[src/rtl/core_pipe_wback_pkg.sv]
// Shared encodings for the writeback stage: LSU access sizes, trap causes, FSM states
// and the control half of the one-entry result register.
package core_pipe_wback_pkg;

   localparam logic [1:0] LSU_SIZE_B = 2'd0;
   localparam logic [1:0] LSU_SIZE_H = 2'd1;
   localparam logic [1:0] LSU_SIZE_W = 2'd2;
   localparam logic [1:0] LSU_SIZE_D = 2'd3;

   localparam logic [3:0] CF_CAUSE_LOAD_FAULT  = 4'd5;
   localparam logic [3:0] CF_CAUSE_STORE_FAULT = 4'd7;

   localparam logic [1:0] WB_ST_IDLE = 2'd0;
   localparam logic [1:0] WB_ST_ALU  = 2'd1;
   localparam logic [1:0] WB_ST_MEM  = 2'd2;
   localparam logic [1:0] WB_ST_TRAP = 2'd3;

   typedef struct packed {
      logic [4:0] rd;
      logic       load;
      logic       store;
      logic [1:0] size;
      logic       is_signed;
      logic [2:0] addr_lo;
   } wb_ctrl_t;

endpackage

[src/rtl/core_pipe_wback_if.sv]
// Execute-to-writeback handshake, dmem response, GPR write port and trap request bundle.
// The slave modport is the writeback stage's view.
interface core_pipe_wback_if #(
   parameter int XLEN  = 64,
   parameter int MEM_W = 64
);
   logic             s3_valid;
   logic             s3_ready;
   logic [4:0]       s3_rd;
   logic [XLEN-1:0]  s3_wdata;
   logic             s3_load;
   logic             s3_store;
   logic [1:0]       s3_size;
   logic             s3_signed;
   logic [2:0]       s3_addr_lo;
   logic [XLEN-1:0]  s3_pc;

   logic             dmem_gnt;
   logic             dmem_err;
   logic [MEM_W-1:0] dmem_rdata;

   logic             wb_rd_wen;
   logic [4:0]       wb_rd_addr;
   logic [XLEN-1:0]  wb_rd_wdata;
   logic             wb_retire;

   logic             wb_trap_valid;
   logic             wb_trap_ack;
   logic [3:0]       wb_trap_cause;
   logic [XLEN-1:0]  wb_trap_pc;

   modport slave (
      input  s3_valid, s3_rd, s3_wdata, s3_load, s3_store, s3_size, s3_signed,
             s3_addr_lo, s3_pc, dmem_gnt, dmem_err, dmem_rdata, wb_trap_ack,
      output s3_ready, wb_rd_wen, wb_rd_addr, wb_rd_wdata, wb_retire,
             wb_trap_valid, wb_trap_cause, wb_trap_pc
   );

   modport master (
      output s3_valid, s3_rd, s3_wdata, s3_load, s3_store, s3_size, s3_signed,
             s3_addr_lo, s3_pc, dmem_gnt, dmem_err, dmem_rdata, wb_trap_ack,
      input  s3_ready, wb_rd_wen, wb_rd_addr, wb_rd_wdata, wb_retire,
             wb_trap_valid, wb_trap_cause, wb_trap_pc
   );

endinterface

[src/rtl/core_pipe_wback_lsu_align.sv]
// Load data alignment: shift the memory word down to the accessed byte lane, then
// truncate to the access size and sign- or zero-extend to XLEN. Purely combinational.
module core_pipe_wback_lsu_align
   import core_pipe_wback_pkg::*;
#(
   parameter int XLEN  = 64,
   parameter int MEM_W = 64
) (
   input  logic [MEM_W-1:0] rdata,
   input  logic [2:0]       addr_lo,
   input  logic [1:0]       size,
   input  logic             is_signed,
   output logic [XLEN-1:0]  result
);

   logic [MEM_W-1:0] shifted;

   always_comb begin
      shifted = rdata >> {addr_lo, 3'b000};
      case (size)
         LSU_SIZE_B: result = {{(XLEN-8){is_signed & shifted[7]}},   shifted[7:0]};
         LSU_SIZE_H: result = {{(XLEN-16){is_signed & shifted[15]}}, shifted[15:0]};
         LSU_SIZE_W: result = {{(XLEN-32){is_signed & shifted[31]}}, shifted[31:0]};
         default:    result = shifted[XLEN-1:0];
      endcase
   end

endmodule

[src/rtl/core_pipe_wback.sv]
// Writeback stage: one-entry result register feeding the GPR write port, waits on the
// dmem response for loads/stores, and raises an access-fault trap on dmem_err.
module core_pipe_wback
   import core_pipe_wback_pkg::*;
#(
   parameter int XLEN  = 64,
   parameter int MEM_W = 64
) (
   input  logic                 g_clk,
   input  logic                 g_reset,
   core_pipe_wback_if.slave     bus
);

   logic [1:0]      state;
   logic [1:0]      state_nxt;
   wb_ctrl_t        ctrl;
   logic [XLEN-1:0] wdata_q;
   logic [XLEN-1:0] pc_q;
   logic [XLEN-1:0] load_result;
   logic            accept;
   logic            mem_done;
   logic            mem_fault;
   logic            in_trap;

   core_pipe_wback_lsu_align #(
      .XLEN  (XLEN),
      .MEM_W (MEM_W)
   ) u_align (
      .rdata     (bus.dmem_rdata),
      .addr_lo   (ctrl.addr_lo),
      .size      (ctrl.size),
      .is_signed (ctrl.is_signed),
      .result    (load_result)
   );

   always_comb begin
      // NOTE: every signal gets a default before any branch so no latch is inferred.
      state_nxt    = state;
      mem_done     = (state == WB_ST_MEM) & bus.dmem_gnt & ~bus.dmem_err;
      mem_fault    = (state == WB_ST_MEM) & bus.dmem_gnt &  bus.dmem_err;
      bus.s3_ready = (state == WB_ST_IDLE) | (state == WB_ST_ALU) | mem_done;
      accept       = bus.s3_valid & bus.s3_ready;

      if (accept)
         state_nxt = (bus.s3_load | bus.s3_store) ? WB_ST_MEM : WB_ST_ALU;
      else if ((state == WB_ST_ALU) || mem_done)
         state_nxt = WB_ST_IDLE;
      else if (mem_fault)
         state_nxt = WB_ST_TRAP;
      else if ((state == WB_ST_TRAP) && bus.wb_trap_ack)
         state_nxt = WB_ST_IDLE;
   end

   always_comb begin
      in_trap           = (state == WB_ST_TRAP);
      bus.wb_retire     = (state == WB_ST_ALU) | mem_done;
      bus.wb_rd_wen     = (ctrl.rd != 5'd0) &
                          ((state == WB_ST_ALU) | (mem_done & ctrl.load));
      bus.wb_rd_addr    = ctrl.rd;
      bus.wb_rd_wdata   = ctrl.load ? load_result : wdata_q;
      bus.wb_trap_valid = in_trap;
      bus.wb_trap_cause = in_trap ? (ctrl.store ? CF_CAUSE_STORE_FAULT : CF_CAUSE_LOAD_FAULT)
                                  : 4'd0;
      bus.wb_trap_pc    = in_trap ? pc_q : '0;
   end

   // NOTE: the result register is reset too, so the write-port outputs read 0 (never X)
   // after reset; a dmem response that was pending is forgotten with the state.
   always_ff @(posedge g_clk or posedge g_reset) begin
      if (g_reset) begin
         state   <= WB_ST_IDLE;
         ctrl    <= '0;
         wdata_q <= '0;
         pc_q    <= '0;
      end else begin
         // NOTE: non-blocking assignments so all registers update from pre-edge values.
         state <= state_nxt;
         if (accept) begin
            ctrl.rd        <= bus.s3_rd;
            ctrl.load      <= bus.s3_load;
            ctrl.store     <= bus.s3_store;
            ctrl.size      <= bus.s3_size;
            ctrl.is_signed <= bus.s3_signed;
            ctrl.addr_lo   <= bus.s3_addr_lo;
            wdata_q        <= bus.s3_wdata;
            pc_q           <= bus.s3_pc;
         end
      end
   end

endmodule

[src/flat_wrapper.sv]
// flat-port wrapper written by rule: the top's interface ports become plain ports
module core_pipe_wback_flat import core_pipe_wback_pkg::*;
#(
   parameter int XLEN  = 64,
   parameter int MEM_W = 64
)
  (g_clk, g_reset, bus_s3_valid, bus_s3_rd, bus_s3_wdata, bus_s3_load, bus_s3_store, bus_s3_size, bus_s3_signed, bus_s3_addr_lo, bus_s3_pc, bus_dmem_gnt, bus_dmem_err, bus_dmem_rdata, bus_wb_trap_ack, bus_s3_ready, bus_wb_rd_wen, bus_wb_rd_addr, bus_wb_rd_wdata, bus_wb_retire, bus_wb_trap_valid, bus_wb_trap_cause, bus_wb_trap_pc);
  core_pipe_wback_if #(.XLEN(XLEN), .MEM_W(MEM_W)) bus_i ();
  input  logic g_clk;
  input  logic g_reset;
  input wire logic [$bits(bus_i.s3_valid)-1:0] bus_s3_valid;
  input wire logic [$bits(bus_i.s3_rd)-1:0] bus_s3_rd;
  input wire logic [$bits(bus_i.s3_wdata)-1:0] bus_s3_wdata;
  input wire logic [$bits(bus_i.s3_load)-1:0] bus_s3_load;
  input wire logic [$bits(bus_i.s3_store)-1:0] bus_s3_store;
  input wire logic [$bits(bus_i.s3_size)-1:0] bus_s3_size;
  input wire logic [$bits(bus_i.s3_signed)-1:0] bus_s3_signed;
  input wire logic [$bits(bus_i.s3_addr_lo)-1:0] bus_s3_addr_lo;
  input wire logic [$bits(bus_i.s3_pc)-1:0] bus_s3_pc;
  input wire logic [$bits(bus_i.dmem_gnt)-1:0] bus_dmem_gnt;
  input wire logic [$bits(bus_i.dmem_err)-1:0] bus_dmem_err;
  input wire logic [$bits(bus_i.dmem_rdata)-1:0] bus_dmem_rdata;
  input wire logic [$bits(bus_i.wb_trap_ack)-1:0] bus_wb_trap_ack;
  output wire logic [$bits(bus_i.s3_ready)-1:0] bus_s3_ready;
  output wire logic [$bits(bus_i.wb_rd_wen)-1:0] bus_wb_rd_wen;
  output wire logic [$bits(bus_i.wb_rd_addr)-1:0] bus_wb_rd_addr;
  output wire logic [$bits(bus_i.wb_rd_wdata)-1:0] bus_wb_rd_wdata;
  output wire logic [$bits(bus_i.wb_retire)-1:0] bus_wb_retire;
  output wire logic [$bits(bus_i.wb_trap_valid)-1:0] bus_wb_trap_valid;
  output wire logic [$bits(bus_i.wb_trap_cause)-1:0] bus_wb_trap_cause;
  output wire logic [$bits(bus_i.wb_trap_pc)-1:0] bus_wb_trap_pc;
  assign bus_i.s3_valid = bus_s3_valid;
  assign bus_i.s3_rd = bus_s3_rd;
  assign bus_i.s3_wdata = bus_s3_wdata;
  assign bus_i.s3_load = bus_s3_load;
  assign bus_i.s3_store = bus_s3_store;
  assign bus_i.s3_size = bus_s3_size;
  assign bus_i.s3_signed = bus_s3_signed;
  assign bus_i.s3_addr_lo = bus_s3_addr_lo;
  assign bus_i.s3_pc = bus_s3_pc;
  assign bus_i.dmem_gnt = bus_dmem_gnt;
  assign bus_i.dmem_err = bus_dmem_err;
  assign bus_i.dmem_rdata = bus_dmem_rdata;
  assign bus_i.wb_trap_ack = bus_wb_trap_ack;
  assign bus_s3_ready = bus_i.s3_ready;
  assign bus_wb_rd_wen = bus_i.wb_rd_wen;
  assign bus_wb_rd_addr = bus_i.wb_rd_addr;
  assign bus_wb_rd_wdata = bus_i.wb_rd_wdata;
  assign bus_wb_retire = bus_i.wb_retire;
  assign bus_wb_trap_valid = bus_i.wb_trap_valid;
  assign bus_wb_trap_cause = bus_i.wb_trap_cause;
  assign bus_wb_trap_pc = bus_i.wb_trap_pc;
  core_pipe_wback #(.XLEN(XLEN), .MEM_W(MEM_W)) u_core (.g_clk(g_clk), .g_reset(g_reset), .bus(bus_i));
endmodule
[config.mk]
export PLATFORM = sky130hd
export DESIGN_NAME = core_pipe_wback_flat
export DESIGN_NICKNAME = d
export VERILOG_FILES = /design/src/rtl/core_pipe_wback_pkg.sv /design/src/rtl/core_pipe_wback_if.sv /design/src/rtl/core_pipe_wback_lsu_align.sv /design/src/rtl/core_pipe_wback.sv /design/src/flat_wrapper.sv
export SDC_FILE = /design/constraint.sdc
export NUM_CORES = 1
export LEC_CHECK = 0
export BUFFER_PORTS_ARGS = -buffer_cell sky130_fd_sc_hd__buf_2
export CAP_MARGIN = 0
export CELL_PAD_IN_SITES_DETAIL_PLACEMENT = 0
export CELL_PAD_IN_SITES_GLOBAL_PLACEMENT = 1
export CORE_ASPECT_RATIO = 0.7
export CORE_MARGIN = 5
export CORE_UTILIZATION = 35
export CTS_CLUSTER_SIZE = 20
export DETAILED_ROUTE_END_ITERATION = 8
export PLACE_DENSITY = 0.89
export SYNTH_ARGS = -nofsm -noshare
export SYNTH_HDL_FRONTEND = slang
export SYNTH_HIERARCHICAL = 1
export SYNTH_SLANG_ARGS = --single-unit
export TNS_END_PERCENT = 50
[constraint.sdc]
create_clock -name g_clk -period 4.1 [get_ports g_clk]
set_input_delay 0.615 -clock g_clk [delete_from_list [all_inputs] [get_ports g_clk]]
set_output_delay 0.615 -clock g_clk [all_outputs]
set_load 0.01 [all_outputs]
# == Word-level counts from Yosys, hierarchy flattened ==
# Index checks and enable logic that the tools add are counted.
# totals
reg_bits,143
input_bits,211
output_inout_bits,141
word_cells,46
# classes
eq_ne,5
shifts,1
mux,10
n_bitwise,15
reduce_logical,6
# ops
op,count
one-hot mux 64 bit (3 select lines),1
two-way mux 64 bit,2
right shift 64 x 6 -> 64 bit,1
two-way mux 2 bit,6
bitwise AND 1 bit,9
"== test 2 bit, second input constant",3
bitwise OR 1 bit,5
nonzero test 5 bit,1
"== test 2 x 1 -> 1 bit, second input constant",2
logical NOT 2 bit,2
two-way mux 4 bit,1
nonzero test 4 bit,1
logical AND 1 bit,1
logical OR 1 bit,1
inverter 1 bit,1

# == Depth between registers and ports, before layout ==
# depth
ltp_word,6
ltp_mapped,9
mapped_depth_nobuf,5

# == Cells and area by module ==
# The synthesis kept the hierarchy.
# modules_own_cells
mod,instances,cells_each,area_each_um2,seq_area_each_um2
core_pipe_wback,1,475,6988.0,3578.4
core_pipe_wback_lsu_align,1,261,2272.2,0.0

# == Least setup slack after synthesis ==
# Ideal clock, no wire load.
# synth_path
kind,input to output
start,input bus_dmem_rdata[55]
end,output bus_wb_rd_wdata[54]
arrival_time_ns,1.799
t_required_ns,3.485
setup_slack_ns,1.686
stages,7
n_path_buf,2
cell_sequence,mux2_2 -> a2bb2oi_2 -> nand4_1 -> buf_4 -> buf_6 -> o2111ai_1 -> mux2_2
# synth_between
elab_chain_len,4
word_cells_on_any_way,6
classes_between,shift (1); mux (2); bitwise (3)
# synth_rtl
item,line,source
"start, declared",flat_wrapper.sv:22,input wire logic [$bits(bus_i.dmem_rdata)-1:0] bus_dmem_rdata;
right shift 64 x 6 -> 64 bit *,core_pipe_wback_lsu_align.sv:19,"shifted = rdata >> {addr_lo, 3'b000};"
"bitwise AND 1 bit, on equally long branches","core_pipe_wback_lsu_align.sv:23, core_pipe_wback_lsu_align.sv:21, core_pipe_wback_lsu_align.sv:22",
one-hot mux 64 bit (3 select lines) *,core_pipe_wback_lsu_align.sv:20,case (size)
via u_core.load_result[54],core_pipe_wback.sv:19,logic [XLEN-1:0] load_result;
two-way mux 64 bit *,core_pipe_wback.sv:60,bus.wb_rd_wdata = ctrl.load ? load_result : wdata_q;
"end, declared",flat_wrapper.sv:27,output wire logic [$bits(bus_i.wb_rd_wdata)-1:0] bus_wb_rd_wdata;
# Mark *: on every way through the listed nets, which the timed path passes. The rest lies on a longest branch.

# == Worst setup path after layout ==
# layout_path
start,register u_core/ctrl[0] (netlist name)
end,output bus_wb_rd_wdata[10]
# layout_between
elab_chain_len,4
# layout_rtl
item,line,source
right shift 64 x 6 -> 64 bit *,core_pipe_wback_lsu_align.sv:19,
bitwise AND 1 bit,core_pipe_wback_lsu_align.sv:21,"LSU_SIZE_B: result = {{(XLEN-8){is_signed & shifted[7]}}, shifted[7:0]};"
one-hot mux 64 bit (3 select lines) *,core_pipe_wback_lsu_align.sv:20,
via u_core.load_result[10],core_pipe_wback.sv:19,
two-way mux 64 bit *,core_pipe_wback.sv:60,
# Marks and branches as above.

==> summary.md <==
| Metric | Value |
|---|---|
| Max clock buf depth | 2 |
| Die area | between 20000 and 30000 um^2 |
| Filler cells | roughly 2500 |
| FF+latch count, synth | around 140 |
| Crit path arrival time | ~3200 ps |
| Slew headroom | between 30% and 40% |
| Simple-gate share of the synthesized area | 10.16% |
| Synth cell types | 41 |
| P_sw | roughly 3.0 mW |
| Hold Crit Class | primary input to asynchronous set/reset pin |
| CP Launch Type | register |
| CP max FO | 37 |
| Peak supply drop | 0.3163 mV |
| Status | completed |
| Leak | roughly 6.1 nW |
| Post-CTS Resized | 0 |
| Area of the multi-input gates | 5155 um^2 |
| Sw frac | between 30% and 40% |
| CTS Buf Count | 17 |
| Fmax achieved | approximately 0.26 GHz |
| Cells after synthesis | 736 |
| Die Wd | approximately 200 um |
| Syn Std Cell Area | about 9300 um^2 |
| Fraction of layout cells with a size suffix above 1 | between 60% and 70% |
| Antenna-violating nets left | 0 |
| Portion of netlist area occupied by mux cells | approximately two fifths |
| Post-Layout Cell Count | around 1400 |
| First-pass GRT wire length | about 48 mm |
| Seq pwr share | a little over 30% |
| Syn avg cell area | about 13 um^2 |
| CTS tree | yes |
| Routability Congestion | 0.9231 |
| Routed vias/inst | about 5.3 |
| Nets@finish | ~1300 |
| Clk_lat worst skew | between 400 and 500 ps |
| Placement Rows | between 40 and 50 |
| Final period utilization | a little over 90% |
| Routed wire length per instance | 22.43 um |
| Final slew viol count | 0 |
| CTS sink cnt | 143 |
| Pre-antenna DRT Iters | 5 |
| Comb pwr share | roughly 49% |
| Placed cells | between 1000 and 1500 |
| Hold-fix buffers, CTS | 0 |
| Initial cell density of the core | 35.79% |
| Reg clk slew, reported paths | about 70 ps |
| Syn_nets | 947 |
| CP required | ~3500 ps |
| Vias in the first global route | 7808 |
| Pwr dens | 677.7 nW/um^2 |
| Core footprint | between 20000 and 30000 um^2 |
| CP Capture Type | primary output |
| Initial antenna violation count | 3 |
| Die Y | 146.1 um |
| Setup TNS | 0 ps |
| Most common cell after layout, fill and taps aside | buf_2 |
| WS Path Type | register to primary output |
| GRT overflow | 0 |
| Maxcap violations | 0 |
| CTS H-tree depth | 4 |
| # setup viols final | 0 |
| Gr usage total | about a fifth |
| CTS Root Cell | clkbuf_16 |
| Setup bufs post-CTS | 0 |
| RSZ-0062 raised after global routing | no |
| # DRC | 0 |
| Final hold viol count | 0 |
| PortBufs | 350 |
| Cell internal pwr | 4.939 mW |
| Vias | approximately 7400 |
| DRT iter0 DRCs | 375 |
| Largest family of logic cells by synthesized area | multiplexers |
| Tightest Pin Transition | 1037 ps |
| Clk pwr share | around 21% |
| Most frequent cells in the layout | buf_2, dfrtp_1, mux2_2, mux2_4, and3_1 |
| Layout Skew | 8.366 ps |
| Area growth syn-to-layout | 26.90% |
| Yosys warns | 6 |
| # IOs | 352 |
| XOR/XNOR Fraction of Synth Area | 0% |
| Largest net degree at the start of global routing | 89 |
| WL final | roughly 32 mm |
| Fraction of the yosys area taken by sequential cells | 38.64% |
| DP HPWL | approximately 24 mm |
| Synth Area in Adders | 0% |
| Period minus WS final | 3803 ps |
| Compound-Gate Fraction of Synth Area | between 4 and 5% |
| Sequential standard cell area | 3587 um^2 |
routing by layer:
metal,GRT usage (%),routed length (um),vias up
met2,30.00,13970,318
met4,5.290,497,0
li1,-,-,3372
met1,29.67,14480,3718
met5,0,0,-
met3,6.939,2720,31
cells by family (layout without fill, tap and decap cells):
group	count (synthesis)	after routing
muxes	286	286
DFF	143	143
AOI/OAI and AO/OA	56	56
and+or+nand+nor	167	167
other	1	3
buffers and inverters	83	400
critical path: stages (launching register included):
cell and delay [ps]:
dfrtp_4 730, buf_12 300, nor2b_1 620, o2bb2ai_1 270
mux2i_1 120, o21ai_0 320, mux2_2 220, buf_2 140
final timing paths:
| path | from | endpoint | slack, ps | cells past startpoint |
|---|---|---|---|---|
| worst min-delay path | g_reset | u_core/wdata_q[54] | 410 | 2 |
| worst min register to register | u_core/pc_q[61] | u_core/pc_q[61] | 500 | 1 |
| min in group g_clk | bus_s3_load | u_core/state[0] | 410 | 2 |
| max in group asynchronous | g_reset | u_core/wdata_q[28] | 2740 | 3 |
| worst max-delay path | u_core/ctrl[0] | bus_wb_rd_wdata[10] | 300 | 7 |
| worst max register to register | u_core/state[1] | u_core/wdata_q[53] | 1490 | 4 |
power by group through the flow:
| stage | Sequential [mW] | Combinational, mW | Clock, mW |
|---|---|---|---|
| after global placement | 2.39 | 3.89 | 0 |
| after floorplan | 2.11 | 2.93 | 0 |
| after global routing | 2.48 | 4.19 | 1.76 |
| after detailed placement | 2.42 | 3.91 | 0 |
| final | 2.40 | 3.91 | 1.65 |
| after CTS | 2.41 | 3.93 | 1.70 |
sequential cells by signal (all words and copies together) (netlist names):
register and cells:
u_core/state 2, u_core/bus.wb_rd_addr 5, u_core/wdata_q 64, u_core/pc_q 64, u_core/ctrl 8
metrics by stage:
| stage | hold slack (ps) | setup slack (ps) | total power, mW | area (um^2) | utilization [%] |
|---|---|---|---|---|---|
| finish | 406.5 | 297.1 | 7.964 | 11750 | 45.42 |
| global route | 380.7 | 150.1 | 8.429 | 11750 | 45.42 |
| CTS | 380.5 | 274.0 | 8.039 | 11750 | 45.40 |
| detailed placement | 485.5 | 746.7 | 6.336 | 11130 | 43.04 |
| global placement | 479.2 | 745.9 | 6.284 | 11130 | 43.04 |
| floorplan | 471.9 | 1686 | 5.046 | 9264 | - |
area by class of cell:
type,instances,area share [%]
Clock buffer,17,3.620
Timing Repair Buffer,366,16.46
Sequential cell,143,30.53
Tap cell,357,3.801
Multi-Input combinational cell,510,43.87
Inverter,2,0.09583
Antenna cell,2,0.04259
Clock inverter,15,1.586
synthesized netlist by cell type (all sizes together):
master	count	share of area [%]
a21o	1	0.081
a21oi	2	0.11
a22oi	7	0.62
a2bb2oi	1	0.16
and2	4	0.27
and3	66	4.5
and3b	2	0.19
buf	61	4.9
clkbuf	20	0.82
conb	1	0.040
dfrtp	143	39
inv	2	0.081
mux2	214	29
mux2i	45	4.9
mux4	27	6.6
nand2	38	1.5
nand2b	5	0.34
nand3	11	0.59
nand4	26	1.8
nand4bb	1	0.12
nor2	5	0.20
nor2b	7	0.47
nor3b	1	0.14
o2111ai	16	1.5
o211ai	5	0.46
o21a	1	0.081
o21ai	13	0.74
o221a	1	0.12
o2bb2ai	8	0.76
o31ai	1	0.081
or4	1	0.081
(Power assumes the default switching activity.)
